--- config.mk ---
export PLATFORM = sky130hd
export DESIGN_NAME = qam_sym_packer
export DESIGN_NICKNAME = d
export VERILOG_FILES = /design/src/rtl/qam_sym_packer.sv
export SDC_FILE = /design/constraint.sdc
export NUM_CORES = 1
export LEC_CHECK = 0
export ABC_AREA = 0
export CAP_MARGIN = 20
export CORE_MARGIN = 2
export CORE_UTILIZATION = 25
export CTS_CLUSTER_SIZE = 24
export DETAILED_ROUTE_END_ITERATION = 16
export PLACE_DENSITY = 0.41
export RECOVER_POWER = 25
export SLEW_MARGIN = 20
export SYNTH_ARGS = -nofsm -noshare
export SYNTH_HDL_FRONTEND = slang
export SYNTH_SLANG_ARGS = --single-unit
--- constraint.sdc ---
create_clock -name axi_clk -period 3.6 [get_ports axi_clk]
set_input_delay 1.08 -clock axi_clk [delete_from_list [all_inputs] [get_ports axi_clk]]
set_output_delay 1.08 -clock axi_clk [all_outputs]
set_load 0.005 [all_outputs]
--- src/rtl/qam_sym_packer.sv ---
// ============================================================================
//  qam_sym_packer : byte FIFO + preamble insertion + nibble splitter feeding
//                   the 16-QAM modulator symbol handshake.
//  Revision       : 1.0
// ============================================================================
`default_nettype none

module qam_sym_packer #(
   parameter int          FIFO_DEPTH = 16,
   parameter int          PRE_LEN    = 8,
   parameter logic [31:0] PRE_WORD   = 32'h3C3C_3C3C
) (
   input  logic        axi_clk,
   input  logic        axi_rst,
   input  logic        s_valid,
   input  logic [7:0]  s_data,
   input  logic        s_last,
   output logic        s_ready,
   output logic        sym_valid,
   output logic [3:0]  sym_data,
   input  logic        sym_ready,
   output logic        sym_last,
   output logic        underrun,
   output logic [15:0] frame_cnt
);

   localparam int              C_AW       = $clog2(FIFO_DEPTH);
   localparam logic [C_AW:0]   C_FULL     = (C_AW + 1)'(FIFO_DEPTH);
   localparam logic [2:0]      C_PRE_LAST = 3'(PRE_LEN - 1);

   typedef enum logic [1:0] {
      ST_IDLE = 2'd0,
      ST_PRE  = 2'd1,
      ST_HI   = 2'd2,
      ST_LO   = 2'd3
   } state_t;

   state_t            state_q, state_d;
   logic [2:0]        pre_cnt_q, pre_cnt_d;
   logic [C_AW-1:0]   wr_ptr_q, wr_ptr_d;
   logic [C_AW-1:0]   rd_ptr_q, rd_ptr_d;
   logic [C_AW:0]     count_q, count_d;
   logic              underrun_q, underrun_d;
   logic [15:0]       frame_cnt_q, frame_cnt_d;
   logic [8:0]        mem_q [FIFO_DEPTH];

   logic              w_full;
   logic              w_empty;
   logic              w_push;
   logic              w_pop;
   logic [8:0]        w_head;
   logic [31:0]       w_pre_shift;

   // FIFO status and push side; s_ready is held low for the whole reset cycle
   always_comb begin
      w_full      = (count_q == C_FULL);
      w_empty     = (count_q == '0);
      s_ready     = !w_full && !axi_rst;
      w_push      = s_valid && s_ready;
      w_head      = mem_q[rd_ptr_q];
      w_pre_shift = PRE_WORD << {pre_cnt_q, 2'b00};
   end

   always_comb begin
      wr_ptr_d = wr_ptr_q;
      rd_ptr_d = rd_ptr_q;
      count_d  = count_q;
      if (w_push) begin
         wr_ptr_d = wr_ptr_q + C_AW'(1);
      end
      if (w_pop) begin
         rd_ptr_d = rd_ptr_q + C_AW'(1);
      end
      if (w_push && !w_pop) begin
         count_d = count_q + (C_AW + 1)'(1);
      end else if (w_pop && !w_push) begin
         count_d = count_q - (C_AW + 1)'(1);
      end
   end

   always_comb begin
      state_d     = state_q;
      pre_cnt_d   = pre_cnt_q;
      underrun_d  = underrun_q;
      frame_cnt_d = frame_cnt_q;
      sym_valid   = 1'b0;
      sym_data    = 4'h0;
      sym_last    = 1'b0;
      w_pop       = 1'b0;
      case (state_q)
         ST_IDLE: begin
            if (!w_empty) begin
               state_d   = ST_PRE;
               pre_cnt_d = 3'd0;
            end
         end
         ST_PRE: begin
            sym_valid = 1'b1;
            sym_data  = w_pre_shift[31:28];
            if (sym_ready) begin
               if (pre_cnt_q == C_PRE_LAST) begin
                  state_d = ST_HI;
               end else begin
                  pre_cnt_d = pre_cnt_q + 3'd1;
               end
            end
         end
         ST_HI: begin
            // An empty FIFO here means the source starved us inside a frame
            sym_valid = !w_empty;
            sym_data  = w_head[7:4];
            if (w_empty) begin
               underrun_d = 1'b1;
            end else if (sym_ready) begin
               state_d = ST_LO;
            end
         end
         ST_LO: begin
            sym_valid = 1'b1;
            sym_data  = w_head[3:0];
            sym_last  = w_head[8];
            if (sym_ready) begin
               w_pop = 1'b1;
               if (w_head[8]) begin
                  state_d     = ST_IDLE;
                  frame_cnt_d = frame_cnt_q + 16'd1;
               end else begin
                  state_d = ST_HI;
               end
            end
         end
         default: begin
            state_d = ST_IDLE;
         end
      endcase
   end

   always_ff @(posedge axi_clk) begin
      if (axi_rst) begin
         state_q     <= ST_IDLE;
         pre_cnt_q   <= 3'd0;
         wr_ptr_q    <= '0;
         rd_ptr_q    <= '0;
         count_q     <= '0;
         underrun_q  <= 1'b0;
         frame_cnt_q <= 16'd0;
      end else begin
         state_q     <= state_d;
         pre_cnt_q   <= pre_cnt_d;
         wr_ptr_q    <= wr_ptr_d;
         rd_ptr_q    <= rd_ptr_d;
         count_q     <= count_d;
         underrun_q  <= underrun_d;
         frame_cnt_q <= frame_cnt_d;
      end
   end

   // Storage needs no reset: occupancy is tracked by count_q alone
   always_ff @(posedge axi_clk) begin
      if (w_push) begin
         mem_q[wr_ptr_q] <= {s_last, s_data};
      end
   end

   assign underrun  = underrun_q;
   assign frame_cnt = frame_cnt_q;

endmodule

`default_nettype wire

; ---- Yosys cells after proc, flatten, opt, wreduce, memory -nomap -nowiden
; Memory sizes are Yosys's and may differ from the RTL's. A register that Yosys moved wholly into a read port is not among the register bits.
; Index checks and enable logic that the tools add are counted.
[classes]
shifts = 1
add_sub_neg = 6
n_eq_ne = 12
muxes = 23
n_reduce_logical = 18
[op_table]
columns = cell, count
row1 = 30-bit by 5-bit << shifter with 32-bit output (first input constant), 1
row2 = 16-bit by 1-bit adder with 16-bit output (second input constant), 1
row3 = 2-bit 2-to-1 mux, 7
row4 = 2-bit inequality test (second input constant), 7
row5 = 4-bit case mux with 3 select lines, 1
row6 = 5-bit 2-to-1 mux, 2
row7 = 3-bit 2-to-1 mux, 3
row8 = 4-bit by 1-bit adder with 4-bit output (second input constant), 2
row9 = 4-bit 2-to-1 mux, 2
row10 = 2-bit case mux with 4 select lines, 1
row11 = 3-bit case mux with 2 select lines, 1
row12 = 6-bit AND reduction, 1
row13 = 5-bit by 1-bit adder with 5-bit output (second input constant), 1
row14 = 5-bit equality test (second input constant), 1
row15 = 1-bit zero test, 5
row16 = 5-bit zero test, 1
row17 = 1-bit 2-to-1 mux, 5
row18 = 5-bit by 1-bit subtractor with 5-bit output (second input constant), 1
row19 = 2-bit equality test (second input constant), 2
row20 = 1-bit logical AND, 4
row21 = 4-bit AND reduction, 1
row22 = 2-bit nonzero test, 2
row23 = 3-bit by 1-bit adder with 3-bit output (second input constant), 1
row24 = 3-bit equality test (second input constant), 1
row25 = other kinds (6), 6
[word_totals]
register_bits = 35
output_inout_bits = 24
inputBits = 13
ram_bits = 144
elab_cells = 68
memories = 1
[memory_table]
columns = name, depth, word_bits, read_ports, rd_clocked_by_memory_dff, wr, line
row1 = mem_q, 16, 9, 1, 1, 1, 45  ; logic [8:0] mem_q [FIFO_DEPTH];

; ---- Longest topological paths before layout
[depth]
word_depth = 8
ltp_mapped = 12
ltp_nobuf = 10

; ---- Worst setup path after synthesis
; OpenSTA, ideal clock, no wires.
[synth_timing]
kind = input to register
start = in s_valid
end = reg count_q[4]
n_path_buf = 0
t_required_ns = 3.530
setup_slack_ns = 0.433
path_stages = 10
setup_time_ns = 0.070
arrival_time_ns = 3.097
cell_sequence = inv_1 > a211oi_2 > ha_1 > inv_1 > fa_1 > a21o_1 > a21oi_1 > xnor2_1 > or3_1 > a21oi_1
[synth_via]
elab_chain_cells = 4
word_cells_on_any_way = 6
classes_between = mux: 1 / reduce/logical: 5
[synth_rtl]
columns = item, line
row1 = "start, declared", 15  ; input logic s_valid,
row2 = 1-bit logical AND (*), 59  ; w_push = s_valid && s_ready;
row3 = named net w_push, 49  ; logic w_push;
row4 = 1-bit zero test, 76  ; end else if (w_pop && !w_push) begin
row5 = 1-bit logical AND, 76
row6 = 2-bit nonzero test (no source line), -
row7 = "end signal, assigned", 152  ; count_q <= count_d;
row8 = "end, declared", 42  ; logic [C_AW:0] count_q, count_d;
; The timed path passes the listed nets; every way through them passes the cells marked *.
; A chain may end at the register's enable or synchronous reset.

==> results.md <==
- By startpoint and endpoint, the worst setup path is classified as flip-flop to primary output.
- The average routed wire per standard cell is 18.8 um.
- Summed over all layers, the routed wires come to 18.3 mm.
- The count of routing violations after the opening detailed-route iteration is 372.
- The number of top-level pins is 37.
- Once detail routing completed, the nets flagged for antenna violations numbered 0.
- Yosys printed 0 warnings.
- After synthesis the netlist holds a flip-flop and latch count of 183.
- The tool flagged a number of max-cap violations equal to 0.
- The share of the clock period used by the worst path after layout is 97.2%.
- The worst pin sits at a relative slew slack of 51.6%.
- The data arrival at the endpoint of the critical path is 2420 ps.
- The repair_antennas step left the layout with diodes totalling 0.
- The worst slack at placement is 93.0 ps.
- The final count of hold timing violations is 0.
- The initial antenna violation count is 0.
- Hold timing on the final database bottoms out at a slack of 487 ps.
- For the pin with the worst max-slew slack, the measured transition is 719 ps.
- The required time of the critical path is 2520 ps.
- In this run the core area contains 63 standard-cell rows.
- The number of levels the H-tree was split into is 4.
- The tightest min-delay check is of the flip-flop to flip-flop type.
- The final worst clock skew is 13.2 ps.
- The buffer and inverter count on the worst path is 3.
- The category of the worst setup path launch point is a flip-flop.
- The clock tree from TritonCTS is built.
- The mean area per synthesized cell is 15.6 um2.
- The fraction of layout cells with a size suffix above 1 is 23.7%.
- The area inside the core boundary is 29800 um2.
- The buffer depth of the longest clock path is 2.
- Traced cell by cell, the critical path runs through buf_4 -> bufbuf_16 -> mux4_2 -> mux2_4 -> a31oi_4 -> o21ai_1 -> clkdlybuf4s15_1.
- For this run, design rule violations remaining after detail routing come to 0.
- Global routing consumed, over all layers together, 12.0% of the routing resources.
- The first global-routing pass estimated 27.4 mm of wire.
- After the flow finishes, the layout carries non-filler instances totaling 973.
- The design draws 4.51 mW.
- The number of global-route vias before repair is 4471.
- Across the VDD grid, the largest voltage drop is 0.319 mV.
- For this configuration, the core starts out at a cell density of 25.6%.
- At the end of the flow, the number of nets in the layout was 598.
- The slack of the critical path is 102 ps.
- The highest-delay cell along the critical path is mux4_2.
- The post-synthesis cell count is 489.
- Routability-driven placement finished with a final weighted congestion of 0.754.
- The cell at the root of the clock tree is clkbuf_16.
- Of all flip-flops after synthesis, the portion carrying an async set or reset was 0%.
- The total overflow left after global routing is 0.
- The count of flip-flops with a built-in enable after synthesis is 144.
- Setup repair after global routing left no endpoint under its margin.
- In this run the worst path has a maximum fanout of 6.
- The signed area change from the synthesized netlist to the final layout is 23.7%.
- The worst reg2reg path startpoint is count_q[0].
- The die is 179 um tall.
- After detailed routing, the number of vias per cell comes to 4.54.
- The floorplan step set the die width to 179 um.
- The post-synthesis net count is 517.
- Dividing total power by cell area gives a power density of 479 nW/um2.
- The startpoint identified for the worst hold timing path is frame_cnt[15].
- The die area is 31900 um2.
- The total of endpoints with negative setup slack in the final report is 0.
- The number of slew-limit violations in the final report is 0.
- The number of distinct library cells after synthesis is 51.
- The run finished with clean final reports.
- The half-perimeter wire length after detailed placement is 12.4 mm.
- The static power due to leakage is 3.04 nW.
- The number of buffers created by CTS is 17.
- The minimum clock period after layout is 3500 ps.
- The detailed-router iteration count before antenna repair is 6.
- The mapped cell area is 7610 um2.
- The tree built by TritonCTS fans out to 183 sinks.
- The pin count of the biggest net entering global routing is 36.
- The number of buffer cells added on primary ports is 36.
- The detailed-route via count is 4415.
- The worst stage delay on the critical path is 510 ps.
- After clock tree synthesis, the flow added hold-fix buffers numbering 0.
- The cell count after placement is 935.
- The clock-pin slew reported for the worst setup and hold paths after clock tree synthesis is 80 ps.
- Among all flip-flop cells after synthesis, the most frequent one is edfxtp_1.
- Derived from the worst setup path, the maximum achievable clock frequency is 286 MHz.
- The fraction of the yosys area taken by sequential cells is 67.0%.
- The kind of capture point of the worst setup path is a primary output.
- The critical path's top delay family is multiplexers.
- The filler cell count is 2954.
- The clock reaches the later pin of the worst-skew pair after 430 ps.
Yosys cell counts (3+ instances only):
master      n  area (um2)
a21o_1      3        22.5
a21oi_1    28         140
a22oi_1     6        45.0
buf_2       6        30.0
buf_6       4        45.0
clkbuf_1   14        52.6
dfxtp_1    39         781
edfxtp_1  144        4320
ha_1       14         175
inv_1      11        41.3
mux2_2      7        78.8
mux2i_1    10         100
mux4_1      4         105
mux4_2     28         631
nand2_1    17        63.8
nand2b_1    7        43.8
nand3_1     8        40.0
nand4_1     6        37.5
nor2_1     41         154
nor2b_1     6        37.5
nor3_1      5        25.0
o21ai_0    11        55.1
o22ai_1     3        18.8
o31ai_1    12        90.1
or3_1       5        31.3
or4_1      11        82.6
xnor2_1     5        43.8
xor2_1      5        43.8
layout make-up:
cell class / count / area [um2] / share of cell area [%]
Sequential cell: 183 / 5110 / 54.3
Multi-Input combinational cell: 268 / 2340 / 24.9
Timing Repair Buffer: 89 / 812 / 8.62
Tap cell: 390 / 488 / 5.18
Clock buffer: 17 / 425 / 4.52
Clock inverter: 15 / 198 / 2.10
Inverter: 11 / 41.3 / 0.438
layout by cell type, fill, tap and decap left out, drive strengths merged, types with 6 or more instances in the layout:
cell type / count
dlygate4sd3: 7
mux4: 32
nand3: 8
a21oi: 28
or4: 11
clkdlybuf4s50: 25
o21ai: 11
o31ai: 12
inv: 17
clkbuf: 18
mux2: 8
nor2: 41
clkinv: 7
nand2b: 7
mux2i: 10
buf: 53
dfxtp: 39
nand2: 17
a22oi: 6
edfxtp: 144
nor2b: 6
ha: 14
nand4: 6
power by group:
part	leakage [nW]	switching, mW	total, mW	internal, mW
Sequential	1.61	0.0293	2.33	2.30
Clock	0.299	0.918	1.93	1.01
Combinational	1.13	0.141	0.253	0.111
Total	3.04	1.09	4.51	3.42
metal layers:
layer	vias up	global-route usage [%]	wire length, um
li1	2072	-	-
met1	2260	16.0	8690
met2	72	19.7	8920
met3	11	2.60	563
met4	0	3.15	174
met5	-	0	0
flip-flops by register name, summed over array words and instances (netlist names), named ones only:
register   count
mem_q        144
frame_cnt     16
count_q        5
rd_ptr_q       4
wr_ptr_q       4
pre_cnt_q      3
state_q        2
underrun       1
worst reg2reg max path, delay by kind of cell, from the launching register on:
family / cells / cell delay [ps]
DFF: 1 / 370
xor gates and xnor gates: 1 / 90
adders and majority gates: 2 / 560
and+or+nand+nor: 2 / 980
buffers and inverters: 1 / 140
AOI/OAI and AO/OA: 4 / 690
path summary, 6_finish.rpt:
| path | to | slack, ps | depth (start not counted) |
|---|---|---|---|
| setup / recovery | sym_data[1] | 100 | 7 |
| hold reg to reg | frame_cnt[15] | 490 | 2 |
| setup reg to reg | count_q[4] | 700 | 10 |
| hold / removal | frame_cnt[15] | 490 | 2 |
metrics by stage:
stage	area, um2	utilization [%]	TNS, ps
6_report	9420	31.6	0
5_1_grt	9420	31.6	0
4_1_cts	9410	31.6	-0.210
3_5_place_dp	8680	29.1	0
3_3_place_gp	8680	29.1	0
2_1_floorplan	7610	-	0
logic make-up (layout without fill, tap and decap cells):
group | count (synthesis) | after routing | share of synthesized area, %
muxes | 50 | 50 | 12.2
AOI/OAI and AO/OA | 79 | 79 | 6.87
xor gates and xnor gates | 10 | 10 | 1.15
and+or+nand+nor | 114 | 114 | 7.49
buffers and inverters | 38 | 132 | 2.68
DFF | 183 | 183 | 67.0
adders and majority gates | 15 | 15 | 2.56
repair_timing:
item                                    in CTS  in global routing
endpoints found under the setup margin       5                  2
setup buffers                                5                  0
cloned                                       1                  0
hold endpoints to repair                     0                  0
gates resized for setup                     27                  4
pin swaps                                    1                  0
Power figures use the tool's default switching activity.
